$ cat config.mk
export PLATFORM = sky130hd
export DESIGN_NAME = led_pwm
export DESIGN_NICKNAME = d
export VERILOG_FILES = /design/src/rtl/led_pwm_tick_gen.sv /design/src/rtl/led_pwm.sv
export SDC_FILE = /design/constraint.sdc
export NUM_CORES = 1
export LEC_CHECK = 0
export ABC_AREA = 1
export CAP_MARGIN = 10
export CORE_UTILIZATION = 60
export DETAILED_ROUTE_END_ITERATION = 16
export GPL_ROUTABILITY_DRIVEN = 1
export HOLD_SLACK_MARGIN = 0.05
export PLACE_DENSITY = 0.82
export SLEW_MARGIN = 20
export SYNTH_ARGS = -nofsm -noshare
export SYNTH_HDL_FRONTEND = slang
export SYNTH_HIERARCHICAL = 1
export SYNTH_SLANG_ARGS = --single-unit
$ cat constraint.sdc
create_clock -name i_clk -period 5.1 [get_ports i_clk]
set_input_delay 0.51 -clock i_clk [delete_from_list [all_inputs] [get_ports i_clk]]
set_output_delay 0.51 -clock i_clk [all_outputs]
set_load 0.02 [all_outputs]
$ cat src/rtl/led_pwm_tick_gen.sv
// Prescaler for the LED PWM block: emits a single-cycle tick once every
// (i_div + 1) enabled clock cycles.
module tick_gen #(
    parameter int DIV_BITS = 4
) (
    input  logic                i_clk,
    input  logic                i_rst,
    input  logic                i_en,
    input  logic [DIV_BITS-1:0] i_div,
    output logic                tick
);

    logic [DIV_BITS-1:0] p;
    logic                at_limit;

    // A ">=" comparison rather than "==" means that lowering i_div below the
    // current p still produces a tick on the very next enabled cycle.
    assign at_limit = (p >= i_div);
    assign tick     = i_en & ~i_rst & at_limit;

    // Prescale counter: wraps to zero on each tick and holds while disabled.
    always_ff @(posedge i_clk) begin
        if (i_rst) begin
            p <= '0;
        end else if (i_en) begin
            if (at_limit) begin
                p <= '0;
            end else begin
                p <= p + 1'b1;
            end
        end
    end

endmodule

$ cat src/rtl/led_pwm.sv
// Multi-channel LED PWM generator with a shared period counter and
// double-buffered duty registers. New duty values land in a shadow register
// and only become active at the period wrap, so no channel ever shows a
// truncated or stretched pulse.
module led_pwm #(
    parameter int CHANNELS = 3,
    parameter int WIDTH    = 8,
    parameter int DIV_BITS = 4,
    localparam int ADDR_W  = (CHANNELS > 1) ? $clog2(CHANNELS) : 1
) (
    input  logic                i_clk,
    input  logic                i_rst,
    input  logic                i_en,
    input  logic [DIV_BITS-1:0] i_div,
    input  logic                i_wr,
    input  logic [ADDR_W-1:0]   i_addr,
    input  logic [WIDTH-1:0]    i_duty,
    output logic [CHANNELS-1:0] o_pwm,
    output logic                o_period,
    output logic [WIDTH-1:0]    o_count
);

    localparam logic [WIDTH-1:0]  MAX_COUNT = '1;
    localparam logic [ADDR_W:0]   ADDR_LIM  = (ADDR_W + 1)'(CHANNELS);

    logic                tick;
    logic                wrap;
    logic                addr_ok;
    logic [CHANNELS-1:0] write_hit;
    logic [WIDTH-1:0]    shadow [CHANNELS];
    logic [WIDTH-1:0]    active [CHANNELS];

    tick_gen #(
        .DIV_BITS (DIV_BITS)
    ) u_tick_gen (
        .i_clk (i_clk),
        .i_rst (i_rst),
        .i_en  (i_en),
        .i_div (i_div),
        .tick  (tick)
    );

    // The extra leading zero lets the range check work even when CHANNELS
    // is an exact power of two and the limit does not fit in ADDR_W bits.
    assign addr_ok = ({1'b0, i_addr} < ADDR_LIM);
    assign wrap    = tick && (o_count == MAX_COUNT);

    // One-hot decode of the write strobe; out-of-range addresses hit nothing.
    always_comb begin
        write_hit = '0;
        for (int k = 0; k < CHANNELS; k++) begin
            write_hit[k] = i_wr && addr_ok && (i_addr == ADDR_W'(k));
        end
    end

    // Period counter advances on each prescaler tick and flags the wrap one cycle later.
    always_ff @(posedge i_clk) begin
        if (i_rst) begin
            o_count  <= '0;
            o_period <= 1'b0;
        end else begin
            if (tick) begin
                o_count <= o_count + 1'b1;
            end
            o_period <= wrap;
        end
    end

    // Shadow/active duty registers; a write landing on the wrap bypasses the shadow.
    always_ff @(posedge i_clk) begin
        if (i_rst) begin
            for (int k = 0; k < CHANNELS; k++) begin
                shadow[k] <= '0;
                active[k] <= '0;
            end
        end else begin
            for (int k = 0; k < CHANNELS; k++) begin
                if (write_hit[k]) begin
                    shadow[k] <= i_duty;
                end
                if (wrap) begin
                    if (write_hit[k]) begin
                        active[k] <= i_duty;
                    end else begin
                        active[k] <= shadow[k];
                    end
                end
            end
        end
    end

    // Registered compare of the period counter against each active duty.
    always_ff @(posedge i_clk) begin
        if (i_rst) begin
            o_pwm <= '0;
        end else begin
            for (int k = 0; k < CHANNELS; k++) begin
                o_pwm[k] <= (o_count < active[k]);
            end
        end
    end

endmodule

==> results of run 1 <==
cells in the final DEF, fill, tap and decap left out:
cell type,n
a21oi_1,24
bufinv_16,2
clkbuf_1,1
clkbuf_8,9
clkdlybuf4s50_1,29
clkinv_2,2
clkinvlp_4,2
dfxtp_1,16
edfxtp_1,48
ha_1,27
inv_1,57
mux2i_1,1
nand2_1,62
nand2_2,2
nand3_1,18
nand3_4,1
nand4_1,12
nor2_1,39
nor2_2,1
nor2_4,2
nor3_1,1
o211ai_1,1
o21a_1,3
o21ai_0,9
o21ai_1,8
xnor2_1,2
xor2_1,2
final timing paths:
check	start	end	slack, ns
min reg2reg	u_tick_gen/p[3]$_SDFFE_PP0P_	u_tick_gen/p[3]$_SDFFE_PP0P_	0.54
min	u_tick_gen/p[3]$_SDFFE_PP0P_	u_tick_gen/p[3]$_SDFFE_PP0P_	0.54
max	i_div[3]	active[1][4]$_SDFFCE_PP0P_	2.27
max reg2reg	u_tick_gen/p[0]$_SDFFE_PP0P_	active[1][4]$_SDFFCE_PP0P_	2.57
stage by stage:
stage	setup slack [ns]	hold WS, ns	cell area, um2
global placement	1.974	0.5185	3580
CTS	2.268	0.5381	3792
detailed placement	1.923	0.5164	3580
floorplan	2.629	0.4982	3253
finish	2.265	0.5438	3792
global route	2.083	0.5747	3792
flip-flops by register name (all words and copies together), names as in the netlist:
name          count
active           24
o_count           8
o_period          1
o_pwm             3
shadow           24
u_tick_gen/p      4
power groups by stage:
stage | Sequential, W | Clock (W) | Combinational, W
CTS | 0.000601 | 0.000470 | 0.0000859
global placement | 0.000611 | 0 | 0.0000821
detailed placement | 0.000612 | 0 | 0.0000848
floorplan | 0.000612 | 0 | 0.0000505
global route | 0.000604 | 0.000488 | 0.0000968
finish | 0.000601 | 0.000465 | 0.0000854
cell families after synthesis:
group,share of synthesized area [%]
DFF,54.15
buffers and inverters,8.154
muxes,0.3077
xor gates and xnor gates,1.077
adders and majority gates,10.38
AOI/OAI and AO/OA,7.231
and+or+nand+nor,18.69
per-layer routing:
metal  share of wire [%]  vias up  GRT usage [%]
met5                   0        -              0
li1                    -     1211              -
met3                 5.9        8          8.069
met2                  49       80          36.61
met1                  44     1057          26.98
met4                 1.7        0          7.613
final cells by class:
| class | count | area (um2) |
|---|---|---|
| clock buffer | 10 | 127.6 |
| sequential | 64 | 1762 |
| clock inverter | 6 | 85.08 |
| multi-input combinational | 215 | 1226 |
| timing repair buffer | 29 | 290.3 |
| fill | 367 | 1380 |
| inverter | 57 | 214.0 |
| tap | 70 | 87.58 |
tightest hold or removal path, cell delays in order (launching register included):
cell,delay (ns)
dfxtp_1,0.35
xor2_1,0.07
nor2_1,0.09
==> qor.txt, run 1 <==
status - finished clean
fmax - 352.8 MHz
Clock Pin Slew Worst Setup and Hold Paths - 0.06 ns
Seq/Total Area, Yosys - 54.15%
clock sink count - 64
Crit path required time - 5.06 ns
row count - 26
Data arrival, critical path - 2.80 ns
skew final - 0.01044 ns
Psw - 0.0002547 W
Slew Limit Fails - 0
Max VDD drop - 0.2156 mV
Worst-Margin Slew - 0.8320 ns
CORE AREA - 5172 um2
Yosys reg bits - 64
initial antenna violation count - 0
Port Buffers - 29
Power Total - 0.001152 W
Net Sw Frac - 22.11%
Final GP Congestion - 0.8007
Remaining DRCs - 0
CP Launch Type - input pin
Primary FF master, synth - edfxtp_1
Die H - 75.64 um
crit path max fanout - 24
Post-CTS Setup Bufs - 0
buffers and inverters on the worst path - 4
share of the synthesized area in the top cell type - 44.31%
Netlist cell types - 25
largest area contributor in the netlist - edfxtp_1
leading cell types by count after synthesis - 62 x nand2_1, 57 x inv_1, 48 x edfxtp_1, 39 x nor2_1, 27 x ha_1
average wire per standard cell - 12.53 um
Reg power frac - 52.2%
layout cells sized above 1 - 5.512%
CP endpoint kind - register
total wire length - 5653 um
CTS Buf Count - 9
post-route minimum period - 2.835 ns
Layout Cells excl Fill - 451
CP top delay family - simple AND/OR/NAND/NOR gates
Worst R2R Path Depth - 10
RSZ-0062 raised after global routing - no
Max Cap Viol - 0
CP max stage delay - 0.63 ns
worst min path class - reg2reg
cell internal pwr - 0.0008971 W
final setup fails - 0
hpwl dp - 4134 um
clk root buf - clkbuf_8
Boundary Pins - 30
Cells on Worst Hold Path - 2
post-cts repair resize count - 0
Critical Path Stages - 13
total grt overflow - 0
kind of critical path - in2reg
Die X - 75.64 um
Slowest-stage cell, CP - nand2_1
Initial Util - 62.89%
EDFF count, synth - 48
final period utilization - 55.59%
setup TNS - 0 ns
DR pass1 iterations - 5
Mapped Cells - 344
first-pass GRT wire length - 8914 um
Post-Route Utilization - 73.32%
Final #Nets - 421
most common cell in the synthesized netlist - nand2_1
antenna viol nets, final - 0
hold bufs inserted after CTS - 0
Mapped Area - 3253 um2
static leakage - 1.700 nW
Post-synth ARST share - 0%
H-tree levels - 3
crit path cell chain - clkdlybuf4s50_1 > inv_1 > ha_1 > nand2_1 > inv_1 > nand2_1 > nand3_1 > nand3_1 > inv_1 > nand2_2 > nor2_4 > nand3_4 > nand2_1
endpoints failing hold - 0
Slew HR - 44.40%
CTS tree - yes
largest net degree at the start of global routing - 25
Synth Warn # - 6
Power Dens Cells - 303.7 nW/um2
area delta synth->final - 16.58%
syn nets - 389
gr usage total - 22.14%
Clk pwr share - 40.4%
clock latency on the worst-skew pair - 0.34 ns
placed instance count - 435
Gate power share - 7.4%
via density per instance - 5.224
CTS max path bufs - 2
Area contributors post-synth - edfxtp_1 44%, ha_1 10%, dfxtp_1 9.8%
Die ar. - 5721 um2
average cell area after synthesis - 9.457 um2
via count of the first global-routing pass - 2033
antenna cell count - 0
initial DRC count - 163
via count - 2356
Power figures use the tool's default switching activity.
==> run 2: changes to the inputs <==
CORE_UTILIZATION = 57   (was 60)
PLACE_DENSITY = 0.78   (was 0.82)
clock period = 2.9 ns   (was 5.1 ns; I/O delays follow)
==> qor.txt, run 2 (same netlist as run 1, synthesis figures left out) <==
Final GP Congestion - 0.8081 (+0.92%)
pre-CTS setup slack - 0.2170 ns (-1.706 ns)
setup TNS - 0 ns (unchanged)
Crit path required time - 3.11 ns (-1.95 ns)
Max Cap Viol - 0 (unchanged)
average wire per standard cell - 12.91 um (+3.0%)
grt met1 use - 27.79% (+0.80 points)
Layout fillers - 416 (+13%)
Max VDD drop - 0.3550 mV (+65%)
crit path cell chain - clkdlybuf4s50_1 > inv_1 > ha_1 > nand2_1 > inv_1 > nand2_1 > nand3_1 > nand3_1 > inv_1 > nand2_2 > nor2_4 > nand3_4 > nor2_4 > buf_4 > o21ai_1 > nor2_1
clock sink count - 64 (unchanged)
hpwl dp - 4362 um (+5.5%)
Die X - 77.55 um (+2.5%)
static leakage - 1.725 nW (+1.5%)
endpoints failing hold - 0 (unchanged)
total grt overflow - 0 (unchanged)
Reg power frac - 53.1% (+0.9 points)
gr usage total - 22.24% (+0.10 points)
Design Area, Final - 3826 um2 (+0.89%)
Cells on Worst Hold Path - 1 (-1)
Post-CTS Setup Bufs - 0 (unchanged)
CP max stage delay - 0.46 ns (-0.17 ns)
CP top delay family - simple AND/OR/NAND/NOR gates
Largest regs - active: 24 flops, shadow: 24 flops, o_count: 8 flops
final period utilization - 80.11%
clock latency on the worst-skew pair - 0.35 ns (about the same)
Net Sw Frac - 23.55% (+1.4 points)
H-tree levels - 3 (unchanged)
largest net degree at the start of global routing - 18 (-28%)
initial antenna violation count - 0 (unchanged)
via count of the first global-routing pass - 2228 (+9.6%)
Port Buffers - 29 (unchanged)
post-cts repair resize count - 0 (unchanged)
antenna cell count - 0 (unchanged)
RSZ-0062 raised after global routing - no
layout cells sized above 1 - 6.995% (+1.5 points)
CTS tree - yes
Gate power share - 7.8% (+0.4 points)
crit path max fanout - 14 (-42%)
Clk pwr share - 39.1% (-1.3 points)
CP Launch Type - input pin
total wire length - 5914 um (+4.6%)
via count - 2394 (+1.6%)
Worst-Margin Slew - 0.6434 ns (-0.1885 ns)
first-pass GRT wire length - 10070 um (+13%)
initial DRC count - 123 (-25%)
commonest cells after routing, fill and taps aside - 62 x nand2_1, 57 x inv_1, 48 x edfxtp_1
Initial Util - 59.08% (-3.8 points)
CP endpoint kind - register
DR pass1 iterations - 5 (unchanged)
Data arrival, critical path - 2.53 ns (-0.27 ns)
Psw - 0.0004689 W (+84%)
met2 Use GR - 35.84% (-0.77 points)
CTS max path bufs - 2 (unchanged)
Boundary Pins - 30 (unchanged)
skew final - 0.006395 ns (-0.004044 ns)
hold bufs inserted after CTS - 0 (unchanged)
buffers and inverters on the worst path - 5 (+1)
area delta synth->final - 17.62%
setup slack after layout - 0.5767 ns (-1.688 ns)
Die ar. - 6013 um2 (+5.1%)
Slowest-stage cell, CP - clkdlybuf4s50_1
fmax - 430.4 MHz
met3 usage - 6.471% (-1.6 points)
Post-DP Area - 3620 um2 (+1.1%)
Post-Route Utilization - 69.48% (-3.8 points)
Critical Path Stages - 16 (+3)
kind of critical path - in2reg
Power Dens Cells - 520.5 nW/um2 (+71%)
post-route minimum period - 2.323 ns
worst min path class - reg2reg
antenna viol nets, final - 0 (unchanged)
commonest non-fill, non-tap cell in the layout - nand2_1
Slew HR - 56.92% (+13 points)
CTS Buf Count - 9 (unchanged)
row count - 27 (+3.8%)
status - finished clean
CORE AREA - 5507 um2 (+6.5%)
Die H - 77.55 um (+2.5%)
most frequent CP cell - inv_1
via density per instance - 5.227 (about the same)
Remaining DRCs - 0 (unchanged)
Final #Nets - 426 (+1.2%)
Worst R2R Path Depth - 13 (+3)
GRT busiest layer - met2
Slew Limit Fails - 0 (unchanged)
clk root buf - clkbuf_8
Clock Pin Slew Worst Setup and Hold Paths - 0.07 ns (about the same)
final setup fails - 0 (unchanged)
cell internal pwr - 0.001522 W (+70%)
-- run 2: cell count changes in the layout (fill, tap and decap cells not counted), sizes merged --
cell,previous run,this run
clkinv,2,4
bufinv,2,1
buf,0,5
clkinvlp,2,1
-- run 2: worst reg2reg max path: cells and delay by family, from the launching register on --
family	cells	cell delay, ns
and+or+nand+nor	8	0.94
buffers and inverters	3	0.44
adders and majority gates	1	0.27
AOI/OAI and AO/OA	1	0.10
DFF	1	0.39
-- run 2: final timing paths --
kind / slack [ns] / endpoint / start
hold reg to reg: 0.54 / o_count[0]$_SDFFE_PP0P_ / o_count[0]$_SDFFE_PP0P_
setup / recovery: 0.58 / active[0][4]$_SDFFCE_PP0P_ / i_div[3]
setup reg to reg: 0.64 / active[0][4]$_SDFFCE_PP0P_ / u_tick_gen/p[0]$_SDFFE_PP0P_
hold / removal: 0.54 / o_count[0]$_SDFFE_PP0P_ / o_count[0]$_SDFFE_PP0P_
-- run 2: power by group through the flow --
stage	registers [W]	logic [W]	clock network [W]
2_1_floorplan	0.00108	0.0000888	0
3_3_place_gp	0.00108	0.000150	0
3_5_place_dp	0.00108	0.000155	0
4_1_cts	0.00106	0.000156	0.000806
5_1_grt	0.00106	0.000176	0.000836
6_report	0.00106	0.000155	0.000779
-- run 2: cell type report --
| class | instances | area [um2] | area share, % |
|---|---|---|---|
| timing repair buffer | 34 | 327.8 | 8.568 |
| clock buffer | 10 | 137.6 | 3.597 |
| multi-input combinational | 215 | 1226 | 32.05 |
| sequential | 64 | 1762 | 46.04 |
| clock inverter | 6 | 68.82 | 1.799 |
| tap | 72 | 90.09 | 2.354 |
| inverter | 57 | 214.0 | 5.592 |
-- run 2: routing by layer --
layer	wire, um	part of all wire (%)
met2	2860	48
met4	148	2.5
met1	2553	43
met3	351	5.9
met5	0	0
-- run 2: stage by stage --
step / instances / hold WS, ns / power, W
finish: 458 / 0.5425 / 0.001991
global route: 458 / 0.5578 / 0.002073
CTS: 458 / 0.5403 / 0.002018
detailed placement: 442 / 0.5238 / 0.001232
global placement: 442 / 0.5133 / 0.001226
floorplan: 344 / 0.3615 / 0.001164
